File: config.mk
export PLATFORM = sky130hd
export DESIGN_NAME = game_sprite_motion_ctrl_flat
export DESIGN_NICKNAME = d
export VERILOG_FILES = /design/src/rtl/game_sprite_motion_ctrl_if.sv /design/src/rtl/game_sprite_motion_ctrl.sv /design/src/flat_wrapper.sv
export SDC_FILE = /design/constraint.sdc
export NUM_CORES = 1
export LEC_CHECK = 0
export CAP_MARGIN = 0
export CORE_AREA = 2 2 78 80
export DETAILED_ROUTE_END_ITERATION = 10
export DIE_AREA = 0 0 80 82
export HOLD_SLACK_MARGIN = 0.06
export PLACE_DENSITY = 0.87
export SYNTH_ARGS = -nofsm -noshare
export SYNTH_HDL_FRONTEND = slang
export SYNTH_SLANG_ARGS = --single-unit
File: constraint.sdc
create_clock -name clk -period 5.7 [get_ports clk]
set_input_delay 0.855 -clock clk [delete_from_list [all_inputs] [get_ports clk]]
set_output_delay 0.855 -clock clk [all_outputs]
set_load 0.05 [all_outputs]
File: src/rtl/game_sprite_motion_ctrl_if.sv
//==============================================================================
// game_sprite_motion_ctrl_if : game-logic / display-pipeline bundle for the sprite motion sequencer
// Revision 1.0
//==============================================================================
`default_nettype none

`ifndef X_WIDTH
`define X_WIDTH 10
`endif
`ifndef Y_WIDTH
`define Y_WIDTH 10
`endif

interface game_sprite_motion_ctrl_if #(
  parameter int DX_WIDTH = 4,
  parameter int DY_WIDTH = 4
);
  logic                  launch;
  logic                  abort;
  logic [`X_WIDTH-1:0]   start_x;
  logic [`Y_WIDTH-1:0]   start_y;
  logic [DX_WIDTH-1:0]   dx;
  logic [DY_WIDTH-1:0]   dy;
  logic                  frame_start;
  logic                  sprite_within_screen;
  logic [`X_WIDTH-1:0]   sprite_x;
  logic [`Y_WIDTH-1:0]   sprite_y;
  logic                  sprite_visible;
  logic                  running;
  logic                  sprite_gone;

  modport master (
    output launch, abort, start_x, start_y, dx, dy, frame_start, sprite_within_screen,
    input  sprite_x, sprite_y, sprite_visible, running, sprite_gone
  );

  modport slave (
    input  launch, abort, start_x, start_y, dx, dy, frame_start, sprite_within_screen,
    output sprite_x, sprite_y, sprite_visible, running, sprite_gone
  );
endinterface

`default_nettype wire

File: src/rtl/game_sprite_motion_ctrl.sv
//==============================================================================
// game_sprite_motion_ctrl : launches, steps and retires one sprite, checking each position on-screen
// Revision 1.0
//==============================================================================
`default_nettype none

`ifndef X_WIDTH
`define X_WIDTH 10
`endif
`ifndef Y_WIDTH
`define Y_WIDTH 10
`endif

module game_sprite_motion_ctrl #(
  parameter int DX_WIDTH    = 4,
  parameter int DY_WIDTH    = 4,
  parameter int STRIDE      = 1,
  parameter int CHECK_DELAY = 2
) (
  input  wire                      clk,
  input  wire                      reset_n,
  game_sprite_motion_ctrl_if.slave bus
);

  localparam int         XW         = `X_WIDTH;
  localparam int         YW         = `Y_WIDTH;
  localparam logic [3:0] DELAY_INIT = 4'(CHECK_DELAY);
  localparam logic [7:0] FRAME_LAST = 8'(STRIDE - 1);

  typedef enum logic [1:0] {
    IDLE       = 2'd0,
    CHECK      = 2'd1,
    WAIT_FRAME = 2'd2
  } state_t;

  state_t              state, state_next;
  logic [XW-1:0]       pos_x, pos_x_next;
  logic [YW-1:0]       pos_y, pos_y_next;
  logic [DX_WIDTH-1:0] vel_x, vel_x_next;
  logic [DY_WIDTH-1:0] vel_y, vel_y_next;
  logic [3:0]          delay_cnt, delay_cnt_next;
  logic [7:0]          frame_cnt, frame_cnt_next;
  logic                visible, visible_next;
  logic                running, running_next;
  logic                gone, gone_next;
  logic [XW-1:0]       step_x;
  logic [YW-1:0]       step_y;

  // Sign-extended velocities; the sums wrap so an overflow lands off-screen and retires the sprite.
  assign step_x = XW'($signed(vel_x));
  assign step_y = YW'($signed(vel_y));

  always_ff @(posedge clk or negedge reset_n) begin
    if (!reset_n) begin
      state     <= IDLE;
      pos_x     <= '0;
      pos_y     <= '0;
      vel_x     <= '0;
      vel_y     <= '0;
      delay_cnt <= '0;
      frame_cnt <= '0;
      visible   <= 1'b0;
      running   <= 1'b0;
      gone      <= 1'b0;
    end else begin
      state     <= state_next;
      pos_x     <= pos_x_next;
      pos_y     <= pos_y_next;
      vel_x     <= vel_x_next;
      vel_y     <= vel_y_next;
      delay_cnt <= delay_cnt_next;
      frame_cnt <= frame_cnt_next;
      visible   <= visible_next;
      running   <= running_next;
      gone      <= gone_next;
    end
  end

  always_comb begin
    state_next     = state;
    pos_x_next     = pos_x;
    pos_y_next     = pos_y;
    vel_x_next     = vel_x;
    vel_y_next     = vel_y;
    delay_cnt_next = delay_cnt;
    frame_cnt_next = frame_cnt;
    visible_next   = visible;
    running_next   = running;
    gone_next      = 1'b0;

    if (bus.abort) begin
      state_next   = IDLE;
      visible_next = 1'b0;
      running_next = 1'b0;
    end else begin
      case (state)
        IDLE: begin
          if (bus.launch) begin
            pos_x_next     = bus.start_x;
            pos_y_next     = bus.start_y;
            vel_x_next     = bus.dx;
            vel_y_next     = bus.dy;
            delay_cnt_next = DELAY_INIT;
            running_next   = 1'b1;
            visible_next   = 1'b0;
            state_next     = CHECK;
          end
        end

        // frame_start is deliberately not observed here: pulses during a check are dropped.
        CHECK: begin
          if (delay_cnt == 4'd0) begin
            if (bus.sprite_within_screen) begin
              visible_next   = 1'b1;
              frame_cnt_next = 8'd0;
              state_next     = WAIT_FRAME;
            end else begin
              visible_next = 1'b0;
              running_next = 1'b0;
              gone_next    = 1'b1;
              state_next   = IDLE;
            end
          end else begin
            delay_cnt_next = delay_cnt - 4'd1;
          end
        end

        WAIT_FRAME: begin
          if (bus.frame_start) begin
            if (frame_cnt == FRAME_LAST) begin
              pos_x_next     = pos_x + step_x;
              pos_y_next     = pos_y + step_y;
              frame_cnt_next = 8'd0;
              delay_cnt_next = DELAY_INIT;
              state_next     = CHECK;
            end else begin
              frame_cnt_next = frame_cnt + 8'd1;
            end
          end
        end

        default: state_next = IDLE;
      endcase
    end
  end

  assign bus.sprite_x       = pos_x;
  assign bus.sprite_y       = pos_y;
  assign bus.sprite_visible = visible;
  assign bus.running        = running;
  assign bus.sprite_gone    = gone;

endmodule

`default_nettype wire

File: src/flat_wrapper.sv
// flat-port wrapper written by rule: the top's interface ports become plain ports
module game_sprite_motion_ctrl_flat 
#(
  parameter int DX_WIDTH    = 4,
  parameter int DY_WIDTH    = 4,
  parameter int STRIDE      = 1,
  parameter int CHECK_DELAY = 2
)
  (clk, reset_n, bus_launch, bus_abort, bus_start_x, bus_start_y, bus_dx, bus_dy, bus_frame_start, bus_sprite_within_screen, bus_sprite_x, bus_sprite_y, bus_sprite_visible, bus_running, bus_sprite_gone);
  game_sprite_motion_ctrl_if #(.DX_WIDTH(DX_WIDTH), .DY_WIDTH(DY_WIDTH)) bus_i ();
  input  wire clk;
  input  wire reset_n;
  input wire logic [$bits(bus_i.launch)-1:0] bus_launch;
  input wire logic [$bits(bus_i.abort)-1:0] bus_abort;
  input wire logic [$bits(bus_i.start_x)-1:0] bus_start_x;
  input wire logic [$bits(bus_i.start_y)-1:0] bus_start_y;
  input wire logic [$bits(bus_i.dx)-1:0] bus_dx;
  input wire logic [$bits(bus_i.dy)-1:0] bus_dy;
  input wire logic [$bits(bus_i.frame_start)-1:0] bus_frame_start;
  input wire logic [$bits(bus_i.sprite_within_screen)-1:0] bus_sprite_within_screen;
  output wire logic [$bits(bus_i.sprite_x)-1:0] bus_sprite_x;
  output wire logic [$bits(bus_i.sprite_y)-1:0] bus_sprite_y;
  output wire logic [$bits(bus_i.sprite_visible)-1:0] bus_sprite_visible;
  output wire logic [$bits(bus_i.running)-1:0] bus_running;
  output wire logic [$bits(bus_i.sprite_gone)-1:0] bus_sprite_gone;
  assign bus_i.launch = bus_launch;
  assign bus_i.abort = bus_abort;
  assign bus_i.start_x = bus_start_x;
  assign bus_i.start_y = bus_start_y;
  assign bus_i.dx = bus_dx;
  assign bus_i.dy = bus_dy;
  assign bus_i.frame_start = bus_frame_start;
  assign bus_i.sprite_within_screen = bus_sprite_within_screen;
  assign bus_sprite_x = bus_i.sprite_x;
  assign bus_sprite_y = bus_i.sprite_y;
  assign bus_sprite_visible = bus_i.sprite_visible;
  assign bus_running = bus_i.running;
  assign bus_sprite_gone = bus_i.sprite_gone;
  game_sprite_motion_ctrl #(.DX_WIDTH(DX_WIDTH), .DY_WIDTH(DY_WIDTH), .STRIDE(STRIDE), .CHECK_DELAY(CHECK_DELAY)) u_core (.clk(clk), .reset_n(reset_n), .bus(bus_i));
endmodule
==> run_results.csv, run 1 <==
group,metric,value,unit
die,die_area,0.006560,sq mm
drt,wl_per_cell,15.15,microns
drt,first_pass_iters,7,
pwr,p_switching,0.0007310,W
final_layout,seqCellArea,0.001126,sq mm
sta,fin_crit_sh,45.54,%
worst_setup_path,reg2regPathDepth,7,
run,drv_cap,0,
yosys,syn_avg_cell_area,9.304,sq um
place,dp_hpwl,5212,microns
grt,grt_pass1_wl,12160,microns
worst_setup_path,reg2reg_from,"u_core.frame_cnt[0]",
clock_network,numCtsBuffers,5,
worst_setup_path,timing_worst_setup_path_type,"primary input to register",
place,gp_congestion,0.8654,
place,dp_cells,467,
worst_setup_path,crit-reg2reg-capture,"u_core.bus.sprite_x[9]",
sta,rsz0062_at_grt,"false",
pwr,p_per_area,418.0,mW/mm^2
clock_network,hold_buffers,0,
die,ios,57,
sta,fin_skew,0.002418,ns
pwr,power_frac_seq,30.0,%
die,std_cell_rows,28,
grt,grt_pass1_vias,2782,
worst_setup_path,worstPathMaxFanout,9,
worst_hold_path,hold_depth,1,
yosys,synth_seq_cells,45,
place,pre_cts_slack,2.819,ns
worst_hold_path,holdPathEnd,"u_core.frame_cnt[7]",
yosys,yosysMostFrequentCell,"dfrtp_1",
die,die-width,80,microns
worst_setup_path,r2r_setup_slack,3.29,ns
sta,setup_viol,0,
final_layout,multiInputGateArea,0.001901,sq mm
yosys,synthDistinctLibCells,60,
clock_network,cts_sinks,45,
run_status,status,"completed",
final_layout,utilization,66.79,%
yosys,syn_inst,346,
pwr,switching_share,45.57,%
worst_setup_path,cp.required,5.89,ns
worst_setup_path,crit_path_end_kind,"register",
drt,drtIter0Drc,202,
sta,report.final.slew_viol_count,0,
drt,totalWireLength,7181,microns
yosys,synth.area.mux_share,4.431,%
yosys,netlist_top_cells_count,"45 x dfrtp_1, 38 x nand2_1, 35 x nor2_1",
yosys,synth_adder_area_share,9.794,%
yosys,yosysSeqAreaShare,34.98,%
clock_network,clk_pin_slew,0.08,ns
final_layout,syn2layout_area_growth,19.20,%
worst_hold_path,min-delay-start,"u_core.frame_cnt[7]",
drt,route.detailed.drc,0,
worst_setup_path,crit_start,"bus_abort",
pwr,leakage,1.614,nW
grt,grt-ovfl-total,0,
place,io_buffers,56,
yosys,ys.warnings.count,0,
yosys,synthXorXnorAreaFrac,3.265,%
final_layout,final_cells,474,
drt,via_per_inst,5.833,
final_layout,nNetsFinal,457,
sta,fmax,385.2,MHz
yosys,synthArstFlopShare,100.0,%
grt,antenna_found_initial,0,
sta,setup_slack,3.104,ns
yosys,synth.top_cell.area_share,34.98,%
yosys,synth_top_family_by_area,"compound AO/OA/AOI/OAI gates",
pwr,p_int,0.0008731,W
clock_network,cts_root_buffer,"clkbuf_8",
yosys,synth_compound_area_share,22.19,%
die,core,0.005746,sq mm
grt,grtUsageTotal,23.41,%
sta,tns,0,ns
final_layout,nFillCells,461,
pwr,total_power,0.001604,W
pwr,peakVddDrop,0.2138,mV
die,start_util,56.03,%
clock_network,htreeDepth,2,
drt,routed-via-count,2765,
clock_network,post_cts_buffers,0,
yosys,synth_area_leaders,"dfrtp_1 35%, ha_1 8.6%, nand2_1 4.4%",
grt,grt_max_degree,46,
clock_network,clk_path_buf_depth,2,
clock_network,clk_latency,0.30,ns
yosys,synth_edf_count,0,
sta,slew_headroom,31.47,%
pwr,clock_power_share,12.7,%
final_layout,drive_gt1_share,10.03,%
yosys,synth-simple-area-share,19.35,%
sta,hold_viol,0,
die,fp.dieH,82,microns
yosys,synth_nets,404,
sta,worst_pin_slew,1.028,ns
sta,fin_crit,2.596,ns
final_layout,n_antenna_cell,0,
worst_setup_path,start_kind,"primary input",
worst_setup_path,critPathArrivalTime,2.78,ns
drt,ant_nets,0,
yosys,synth_area,0.003219,sq mm
clock_network,cts_resized,0,
clock_network,cts_tree,"built",
yosys,synth_top_area_cell,"dfrtp_1",
worst_hold_path,hp-class,"register to register",
yosys,synth-main-ff-cell,"dfrtp_1",
pwr,combPwrFrac,57.3,%
## worst max-delay path by stage
| stage | to | slack, ns | depth (start not counted) |
|---|---|---|---|
| finish | u_core.vel_x[0] | 3.10 | 4 |
| global route | u_core.vel_x[2] | 2.99 | 4 |
| CTS | u_core.vel_x[0] | 3.13 | 4 |
| detailed placement | u_core.vel_x[0] | 2.82 | 4 |
| global placement | u_core.vel_x[2] | 2.90 | 4 |
| floorplan | u_core.bus.sprite_x[5] | 3.45 | 6 |
## sequential cells by signal (all words and copies together) (netlist names)
name,flops
u_core.bus.sprite_y,10
u_core.vel_x,4
u_core.bus.sprite_gone,1
u_core.bus.sprite_visible,1
u_core.delay_cnt,4
u_core.state,2
u_core.vel_y,4
u_core.bus.running,1
u_core.frame_cnt,8
u_core.bus.sprite_x,10
## area by class of cell
type / count / share of cell area (%)
clock buffer: 7 / 2.250
inverter: 16 / 1.565
multi-input combinational: 273 / 49.53
sequential: 45 / 29.34
tap: 75 / 2.445
timing repair buffer: 58 / 14.87
## worst max-delay path, stage by stage
cell,delay [ns]
clkdlybuf4s50_1,0.55
or2_2,0.36
nor2_1,0.60
mux2_2,0.41
## cell usage in the layout (no fill, tap or decap), drive strengths merged, types with 5 or more instances in the layout
| cell | Yosys | layout |
|---|---|---|
| a21o | 6 | 6 |
| nor2 | 35 | 35 |
| o31ai | 7 | 7 |
| dfrtp | 45 | 45 |
| xor2 | 6 | 6 |
| nand2b | 6 | 6 |
| nand2 | 38 | 38 |
| ha | 22 | 22 |
| nand3 | 14 | 14 |
| xnor2 | 6 | 6 |
| o211ai | 5 | 5 |
| clkdlybuf4s50 | 0 | 55 |
| clkbuf | 2 | 7 |
| nor3 | 5 | 5 |
| mux2 | 10 | 10 |
| inv | 16 | 16 |
| a21oi | 14 | 14 |
| o21ai | 26 | 26 |
| a31oi | 11 | 11 |
## power by group through the flow
| stage | registers, W | clock network (W) | logic [W] |
|---|---|---|---|
| 5_1_grt | 0.000491 | 0.000223 | 0.00101 |
| 6_report | 0.000481 | 0.000204 | 0.000919 |
| 3_5_place_dp | 0.000485 | 0 | 0.000914 |
| 2_1_floorplan | 0.000625 | 0 | 0.000540 |
| 4_1_cts | 0.000480 | 0.000210 | 0.000917 |
| 3_3_place_gp | 0.000482 | 0 | 0.000882 |
## stage by stage
step,cell area (sq um),hold slack (ns)
CTS,3837,0.5067
floorplan,3219,0.4489
global route,3837,0.5274
global placement,3751,0.4760
detailed placement,3751,0.4783
finish,3837,0.5124
## kinds of logic after synthesis
logic type	after synthesis
and+or+nand+nor	128
AOI/OAI and AO/OA	96
DFF	45
buffers and inverters	28
adders and majority gates	24
muxes	13
xor gates and xnor gates	12
## routing by layer
| metal | wire length [microns] | GRT usage, % | up-vias | part of all wire [%] |
|---|---|---|---|---|
| met5 | 0 | 0 | - | 0 |
| li1 | - | - | 1365 | - |
| met1 | 3148 | 29.50 | 1302 | 44 |
| met4 | 78 | 7.966 | 0 | 1.1 |
| met3 | 492 | 3.846 | 10 | 6.9 |
| met2 | 3462 | 40.83 | 88 | 48 |
Note: power is estimated with default switching activity, not from simulation.
==> inputs of run 2 (changes only) <==
--- a/config.mk
+++ b/config.mk
@@ -6,11 +6,11 @@
 export NUM_CORES = 1
 export LEC_CHECK = 0
 export CAP_MARGIN = 0
-export CORE_AREA = 2 2 78 80
+export CORE_AREA = 2 2 85 87
 export DETAILED_ROUTE_END_ITERATION = 10
-export DIE_AREA = 0 0 80 82
+export DIE_AREA = 0 0 87 89
 export HOLD_SLACK_MARGIN = 0.06
-export PLACE_DENSITY = 0.87
+export PLACE_DENSITY = 0.78
 export SYNTH_ARGS = -nofsm -noshare
 export SYNTH_HDL_FRONTEND = slang
 export SYNTH_SLANG_ARGS = --single-unit
==> constraint.sdc (replaced) <==
create_clock -name clk -period 2.3 [get_ports clk]
set_input_delay 0.345 -clock clk [delete_from_list [all_inputs] [get_ports clk]]
set_output_delay 0.345 -clock clk [all_outputs]
set_load 0.05 [all_outputs]
==> run_results.csv, run 2 (same netlist as run 1, synthesis figures left out) <==
group,metric,value,unit
final_layout,n_antenna_cell,0,
worst_setup_path,r2r_setup_slack,0.12,ns
pwr,leakage,1.704,nW
worst_setup_path,endpoint,"u_core.bus.sprite_y[9]",
clock_network,clk_path_buf_depth,2,
die,core,0.006719,sq mm
drt,wl_per_cell,15.88,microns
grt,grt_max_degree,46,
worst_setup_path,timing_worst_setup_path_type,"register to register",
worst_setup_path,reg2reg_from,"u_core.frame_cnt[0]",
pwr,clock_power_share,17.0,%
pwr,switching_share,43.71,%
final_layout,drive_gt1_share,14.08,%
sta,hold_viol,0,
clock_network,cts_root_buffer,"clkbuf_8",
pwr,p_per_area,1066,mW/mm^2
sta,rsz0062_at_grt,"false",
die,die_area,0.007743,sq mm
final_layout,nFillCells,576,
final_layout,nNetsFinal,469,
worst_setup_path,reg2regPathDepth,7,
grt,antenna_found_initial,0,
clock_network,htreeDepth,2,
worst_setup_path,path_cells,"inv_1 > ha_1 > or4b_4 > o31ai_4 > and2_4 > a32o_1 > a211oi_1",
drt,totalWireLength,7815,microns
clock_network,clk_pin_slew,0.09,ns
clock_network,cts_sinks,45,
place,dp_cells,484,
place,io_buffers,56,
clock_network,hold_buffers,0,
worst_setup_path,slowest_stage,"or4b_4",
die,std_cell_rows,30,
pwr,power_frac_seq,27.6,%
place,gp_congestion,0.8818,
die,fp.dieH,89,microns
run,drv_cap,0,
drt,routed-via-count,2846,
sta,slew_headroom,60.33,%
final_layout,layout_common_cells,"55 x clkdlybuf4s50_1, 45 x dfrtp_1, 38 x nand2_1, 34 x nor2_1, 23 x o21ai_0",
clock_network,clk_latency,0.31,ns
sta,report.final.slew_viol_count,0,
worst_setup_path,crit-reg2reg-capture,"u_core.bus.sprite_y[9]",
grt,grt_pass1_vias,2794,
run_status,status,"completed",
worst_setup_path,start_kind,"register",
grt,grtUsageTotal,20.76,%
grt,grt_pass1_wl,12910,microns
clock_network,cts_tree,"built",
pwr,peakVddDrop,0.3671,mV
drt,ant_nets,0,
worst_setup_path,critPathArrivalTime,2.37,ns
pwr,p_switching,0.001870,W
grt,grt-ovfl-total,0,
sta,fin_crit_sh,94.85,%
worst_hold_path,hp-class,"primary input to asynchronous set/reset pin",
worst_setup_path,cp.required,2.49,ns
final_layout,final_cells,492,
worst_setup_path,slowest_delay,0.51,ns
drt,drtIter0Drc,154,
place,dp_hpwl,5612,microns
worst_setup_path,worstPathMaxFanout,25,
clock_network,numCtsBuffers,5,
die,die-width,87,microns
worst_setup_path,crit_path_end_kind,"register",
sta,fmax,458.4,MHz
sta,fin_crit,2.181,ns
pwr,combPwrFrac,55.4,%
sta,worst_pin_slew,0.5950,ns
final_layout,final_common_cell,"clkdlybuf4s50_1",
pwr,p_int,0.002408,W
drt,route.detailed.drc,0,
die,ios,57,
sta,tns,0,ns
drt,via_per_inst,5.785,
sta,fin_skew,0.009741,ns
drt,first_pass_iters,5,
worst_setup_path,crit_start,"u_core.frame_cnt[0]",
sta,setup_viol,0,
die,start_util,47.91,%
final_layout,syn2layout_area_growth,24.60,%
[run 2: cell count changes in the layout (fill, tap and decap cells not counted), sizes merged]
cell,previous run,this run
buf,3,15
bufinv,0,2
clkbuf,7,5
clkinv,0,1
[run 2: worst min path at each step]
stage                        from                endpoint  slack, ns
after floorplan           reset_n      u_core.bus.running       0.05
after CTS                 reset_n  u_core.bus.sprite_y[4]       0.15
after global routing      reset_n  u_core.bus.sprite_y[4]       0.17
final                     reset_n  u_core.bus.sprite_y[4]       0.12
after detailed placement  reset_n  u_core.bus.sprite_y[4]       0.48
after global placement    reset_n  u_core.bus.sprite_y[4]       0.47
[run 2: stage by stage]
stage               util (%)  worst slack, ns  hold WS (ns)  area (sq um)  total power (W)
floorplan                  -          0.05429       0.04941          3219         0.002886
global placement       57.45           0.1074        0.4678          3860         0.003452
detailed placement     57.45          0.07810        0.4819          3860         0.003518
CTS                    59.44          0.04631        0.1488          3994         0.004253
global route           59.70       0.00003042        0.1669          4011         0.004579
finish                 59.70           0.1185        0.1176          4011         0.004277
[run 2: cell type report]
class	instances	area, sq um	share of cell area [%]
Inverter	16	60.06	1.497
Multi-Input combinational cell	273	1918	47.82
Tap cell	80	100.1	2.495
Clock buffer	5	68.82	1.716
Timing Repair Buffer	70	673.1	16.78
Clock inverter	3	65.06	1.622
Sequential cell	45	1126	28.07
[run 2: critical path, delay by kind of cell, from the launching register on]
family / cells / cell delay, ns
simple gates: 2 / 0.89
compound gates: 3 / 0.54
flops: 1 / 0.43
fa+ha+maj: 1 / 0.13
buf+inv: 1 / 0.08
[run 2: power by group through the flow]
| stage | Combinational [W] | Clock, W | Sequential [W] |
|---|---|---|---|
| floorplan | 0.00134 | 0 | 0.00155 |
| finish | 0.00237 | 0.000726 | 0.00118 |
| detailed placement | 0.00232 | 0 | 0.00120 |
| CTS | 0.00234 | 0.000733 | 0.00118 |
| global placement | 0.00226 | 0 | 0.00119 |
| global route | 0.00260 | 0.000764 | 0.00121 |
[run 2: routing by layer]
metal / wire length (microns) / share of wire, % / track usage, %
met5: 0 / 0 / 0
met4: 56 / 0.72 / 4.403
met3: 477 / 6.1 / 4.155
met2: 3705 / 47 / 35.32
met1: 3575 / 46 / 27.54
[run 2: what timing repair did]
action,in CTS,in global routing
buffers inserted,0,0
setup endpoints to repair,0,7
gates resized for setup,0,4
==> inputs of run 3 (changes only) <==
--- a/config.mk
+++ b/config.mk
@@ -7,6 +7,7 @@
 export LEC_CHECK = 0
 export CAP_MARGIN = 0
 export CORE_AREA = 2 2 85 87
+export CTS_CLUSTER_SIZE = 20
 export DETAILED_ROUTE_END_ITERATION = 10
 export DIE_AREA = 0 0 87 89
 export HOLD_SLACK_MARGIN = 0.06
==> results of run 3 <==
Same layout as run 2: the final DEF is identical, and so are final timing and power.
